**config.mk**
```make
export PLATFORM = sky130hd
export DESIGN_NAME = reg_file_sb
export DESIGN_NICKNAME = d
export VERILOG_FILES = /design/src/rtl/reg_file_sb.sv
export SDC_FILE = /design/constraint.sdc
export NUM_CORES = 2
export LEC_CHECK = 0
export CAP_MARGIN = 40
export CORE_MARGIN = 10
export CORE_UTILIZATION = 57
export DETAILED_ROUTE_END_ITERATION = 16
export PLACE_DENSITY = 0.77
export SLEW_MARGIN = 0
export SYNTH_ARGS = -nofsm -noshare
export SYNTH_HDL_FRONTEND = slang
export SYNTH_SLANG_ARGS = --single-unit
```
**constraint.sdc**
```tcl
create_clock -name clk -period 35.8 [get_ports clk]
set_clock_uncertainty 0.05 [all_clocks]
set_input_delay 5.37 -clock clk [delete_from_list [all_inputs] [get_ports clk]]
set_output_delay 5.37 -clock clk [all_outputs]
set_load 0.03 [all_outputs]
```
**src/rtl/reg_file_sb.sv**
```systemverilog
// Parametrised register file with hardwired-zero x0, async reset, optional
// same-cycle writeback bypass and a per-register busy scoreboard.

module rf_rd_port #(
    parameter int XLEN   = 32,
    parameter int NREGS  = 32,
    parameter bit BYPASS = 1'b1,
    parameter int AW     = $clog2(NREGS)
) (
    input  logic                        rst,
    input  logic [AW-1:0]               rs,
    input  logic [NREGS-1:0][XLEN-1:0]  regs,
    input  logic [NREGS-1:0]            busy,
    input  logic                        wr_vld,
    input  logic [AW-1:0]               wr_addr,
    input  logic [XLEN-1:0]             wr_data,
    output logic [XLEN-1:0]             data,
    output logic                        busy_o
);
    logic hit;

    always_comb begin
        hit    = BYPASS && wr_vld && (wr_addr == rs);
        data   = '0;
        busy_o = 1'b0;
        // x0 and reset force zero on every path, bypass included
        if (!rst && rs != '0) begin
            data   = hit ? wr_data : regs[rs];
            busy_o = hit ? 1'b0 : busy[rs];
        end
    end
endmodule

module reg_file_sb #(
    parameter int XLEN   = 32,
    parameter int NREGS  = 32,
    parameter bit BYPASS = 1'b1,
    localparam int AW    = $clog2(NREGS)
) (
    input  logic            clk,
    input  logic            rst,
    input  logic [AW-1:0]   rs1,
    input  logic [AW-1:0]   rs2,
    output logic [XLEN-1:0] out1,
    output logic [XLEN-1:0] out2,
    output logic            busy1,
    output logic            busy2,
    input  logic            reg_write,
    input  logic [AW-1:0]   rd,
    input  logic [XLEN-1:0] write_data,
    input  logic            alloc_en,
    input  logic [AW-1:0]   alloc_rd,
    output logic            any_busy
);
    localparam int NRP = 2;

    typedef struct packed {
        logic            vld;
        logic [AW-1:0]   addr;
        logic [XLEN-1:0] data;
    } wr_req_t;

    typedef struct packed {
        logic          vld;
        logic [AW-1:0] addr;
    } alloc_req_t;

    wr_req_t                    wr;
    alloc_req_t                 al;
    logic [NREGS-1:0][XLEN-1:0] regs_q;
    logic [NREGS-1:0]           busy_q;
    logic [NRP-1:0][AW-1:0]     rs_v;
    logic [NRP-1:0][XLEN-1:0]   out_v;
    logic [NRP-1:0]             busy_v;

    assign wr = '{vld: reg_write && (rd != '0), addr: rd, data: write_data};
    assign al = '{vld: alloc_en && (alloc_rd != '0), addr: alloc_rd};

    // Entry 0 is only ever written by reset, so it stays a constant zero.
    always_ff @(posedge clk or posedge rst) begin
        if (rst) begin
            regs_q <= '0;
            busy_q <= '0;
        end else begin
            for (int i = 1; i < NREGS; i++) begin
                if (wr.vld && wr.addr == AW'(i))
                    regs_q[i] <= wr.data;
                // set after clear: a newly issued producer outranks the returning result
                busy_q[i] <= (busy_q[i] & ~(wr.vld && wr.addr == AW'(i)))
                           | (al.vld && al.addr == AW'(i));
            end
        end
    end

    assign rs_v = {rs2, rs1};

    for (genvar p = 0; p < NRP; p++) begin : g_rd
        rf_rd_port #(.XLEN(XLEN), .NREGS(NREGS), .BYPASS(BYPASS), .AW(AW)) u_rd (
            .rst     (rst),
            .rs      (rs_v[p]),
            .regs    (regs_q),
            .busy    (busy_q),
            .wr_vld  (wr.vld),
            .wr_addr (wr.addr),
            .wr_data (wr.data),
            .data    (out_v[p]),
            .busy_o  (busy_v[p])
        );
    end

    assign out1     = out_v[0];
    assign out2     = out_v[1];
    assign busy1    = busy_v[0];
    assign busy2    = busy_v[1];
    assign any_busy = |busy_q;
endmodule

```
==> results.ini <==
[routing]
routed_wl_um = 170000
drt.antenna.violating_nets = 0
drc = 0
drt_iter0_markers = 4598
drt_pass1_iterations = 5
vias = 37768
post_drt_wl_per_cell_um = 32.2
via_per_inst = 7.15

[logic_synthesis]
synth_area_leaders = dfrtp_1, mux2_2, mux4_2
synth_edf_count = 0
syn_area_um2 = 55800
syn_inst = 3972
synth_fp_nets = 4028
seq_area_frac_synth = 0.458
ys.flop_type = dfrtp_1
synth_top_area_share = 0.458
ys_types = 58
synth.avg_cell_area_um2 = 14.1
async_flop_share = 1.00
synth_top_area_cell = dfrtp_1
ys_ff_latch = 1023
ys_warn_count = 33

[power_and_ir_drop]
powerDensity_nw_per_um2 = 55.4
switching_share = 0.275
intPower_mw = 2.50
switching_power_uw = 950
total_power_mw = 3.45
pwr-share-seq = 0.448
ir_worst_vdd_mv = 0.0497
comb_power_share = 0.212
power_frac_clock = 0.339
p_leak_nw = 26.9

[placed_design]
post-dp-hpwl_um = 97000
place.gp.congestion = 0.838
portBuffers = 121
post_dp_cell_area_um2 = 58600
dp_slack_ns = 20.11

[sta]
finalSetupViolations = 0
period_share = 0.438
drv_slew = 0
relSlewSlack = 0.373
timing.fmax_mhz = 63.8
tightest_slew_ns = 0.939
layout_min_cycle_time_ns = 15.67
worst_slack_ns = 20.13
setup_tns_ns = 0
rsz0062_at_grt = no
hold_violations = 0
holdWs_ns = 0.454

[cells_and_area]
area_growth_pct = 11.6
drive_above_1_share = 0.464
nets = 3971
finalInstanceArea_um2 = 62300

[setup_path]
critPathBufInv = 6
reg2reg_slack_ns = 34.91
crit_path_end_kind = primary output
arrival_ns = 10.25
worstPathCellList = buf_8 -> buf_12 -> buf_4 -> buf_4 -> mux4_2 -> inv_1 -> a2111oi_0 -> a211oi_1 -> o21ai_0 -> clkdlybuf4s50_1
max_stage_delay_ns = 0.83
reg2reg_from = regs_q[717]
reg2regPathDepth = 1
worst_path_max_delay_cell = clkdlybuf4s50_1
worst_setup_path_start_kind = primary input
startpoint = rs2[0]
cp_max_fo = 93
cp.required_ns = 30.38
crit_family = buffers and inverters
crit_type = in2out
path_depth = 10
cp_common_cell = buf_4

[clock_tree]
numCtsBuffers = 107
postCtsHoldBufs = 0
cts_tree = built
cts_resized = 0
htree_levels = 3
cts_setup_buffers = 0
cts.clk_slew.worst_paths_ns = 0.06
root_buffer = clkbuf_16
clk_latency_ns = 0.68
numClockSinks = 1023
clockBufferDepth = 3

[global_routing]
gr-total-overflow = 0
grt_pass1_vias = 39061
grt_usage = 0.303
grt_max_degree = 94
antenna_found_initial = 4
grt_pass1_wl_um = 254000

[floorplanning]
dieArea_um2 = 111000
core.rowCount = 114
initial_core_util = 0.576
die_x_um = 333
num_io_pins = 123
fp.dieH_um = 333
core_um2 = 97000

[worst_hold_path]
hold_depth = 2
hp-class = reg2reg
hold_start = busy_q[28]

[status]
status = complete, no violations

[flow_run]
max-cap-violations = 0

flip-flops by register name (all words and copies together) (netlist names):
signal / count
busy_q: 31
regs_q: 992
cell type report:
| cell class | instances | area (µm²) |
|---|---|---|
| multi-input cells | 2510 | 28500 |
| well taps | 1276 | 1600 |
| inverters | 7 | 33.8 |
| clock inverters | 47 | 578 |
| fillers | 7014 | 34700 |
| flip-flops and latches | 1023 | 25600 |
| diodes | 2 | 5.00 |
| clock buffers | 153 | 3110 |
| repair buffers | 266 | 2890 |
synth_stat cells (all sizes together) (24+ instances only):
| library cell | number |
|---|---|
| mux2 | 1077 |
| nand2 | 131 |
| a21oi | 39 |
| nor2b | 36 |
| mux4 | 383 |
| a221o | 31 |
| o22ai | 64 |
| dfrtp | 1023 |
| mux2i | 194 |
| clkbuf | 195 |
| nor2 | 61 |
| buf | 237 |
| nand3 | 24 |
| a22oi | 133 |
| o21ai | 39 |
cells by family after synthesis:
logic type | Yosys count | share of synthesized area
compound gates | 475 | 0.0639
xor+xnor | 10 | 0.00157
buf+inv | 439 | 0.0362
flops | 1023 | 0.458
mux | 1654 | 0.406
other cells | 1 | 0.0000672
simple gates | 370 | 0.0334
metrics by stage:
stage	util	cells
6_report	0.642	5284
3_5_place_dp	0.604	5080
4_1_cts	0.642	5280
3_3_place_gp	0.596	5043
2_1_floorplan	-	3972
5_1_grt	0.642	5283
cells in the final DEF, fill, tap and decap left out, types with 17 or more instances in the layout:
master and count:
a211oi_1 17, a21oi_1 39, a221o_1 31, a221oi_1 21
a22oi_1 133, a32o_1 19, a32oi_1 18, and3_1 17
buf_16 19, buf_4 109, clkbuf_1 22, clkbuf_16 109
clkbuf_8 22, clkdlybuf4s50_1 111, clkinv_2 27, dfrtp_1 1023
mux2_2 1066, mux2i_1 194, mux4_2 383, nand2_1 119
nand2b_1 19, nand3_1 20, nand4b_1 22, nor2_1 43
nor2_4 18, nor2b_1 29, o21ai_0 39, o221ai_1 18
o22ai_1 64, o31ai_1 18, or2_2 20
path summary, 6_finish.rpt:
kind	end
setup / recovery	out2[4]
hold / removal	busy_q[28]
setup reg to reg	regs_q[717]
hold reg to reg	busy_q[28]
max in group asynchronous	regs_q[632]
min in group asynchronous	regs_q[383]
layer usage:
| layer | vias to the layer above | track usage | wire, µm |
|---|---|---|---|
| li1 | 15280 | - | - |
| met1 | 19838 | 0.394 | 64600 |
| met4 | 0 | 0.144 | 8690 |
| met3 | 521 | 0.0736 | 17600 |
| met5 | - | 0 | 0 |
| met2 | 2129 | 0.477 | 79300 |
power groups by stage:
stage	logic, mW	clock network [mW]	registers [mW]
after floorplan	0.575	0	1.51
after global placement	0.695	0	1.55
after detailed placement	0.725	0	1.56
after CTS	0.730	1.18	1.54
after global routing	0.783	1.23	1.58
final	0.734	1.17	1.55
(Power assumes the default switching activity.)
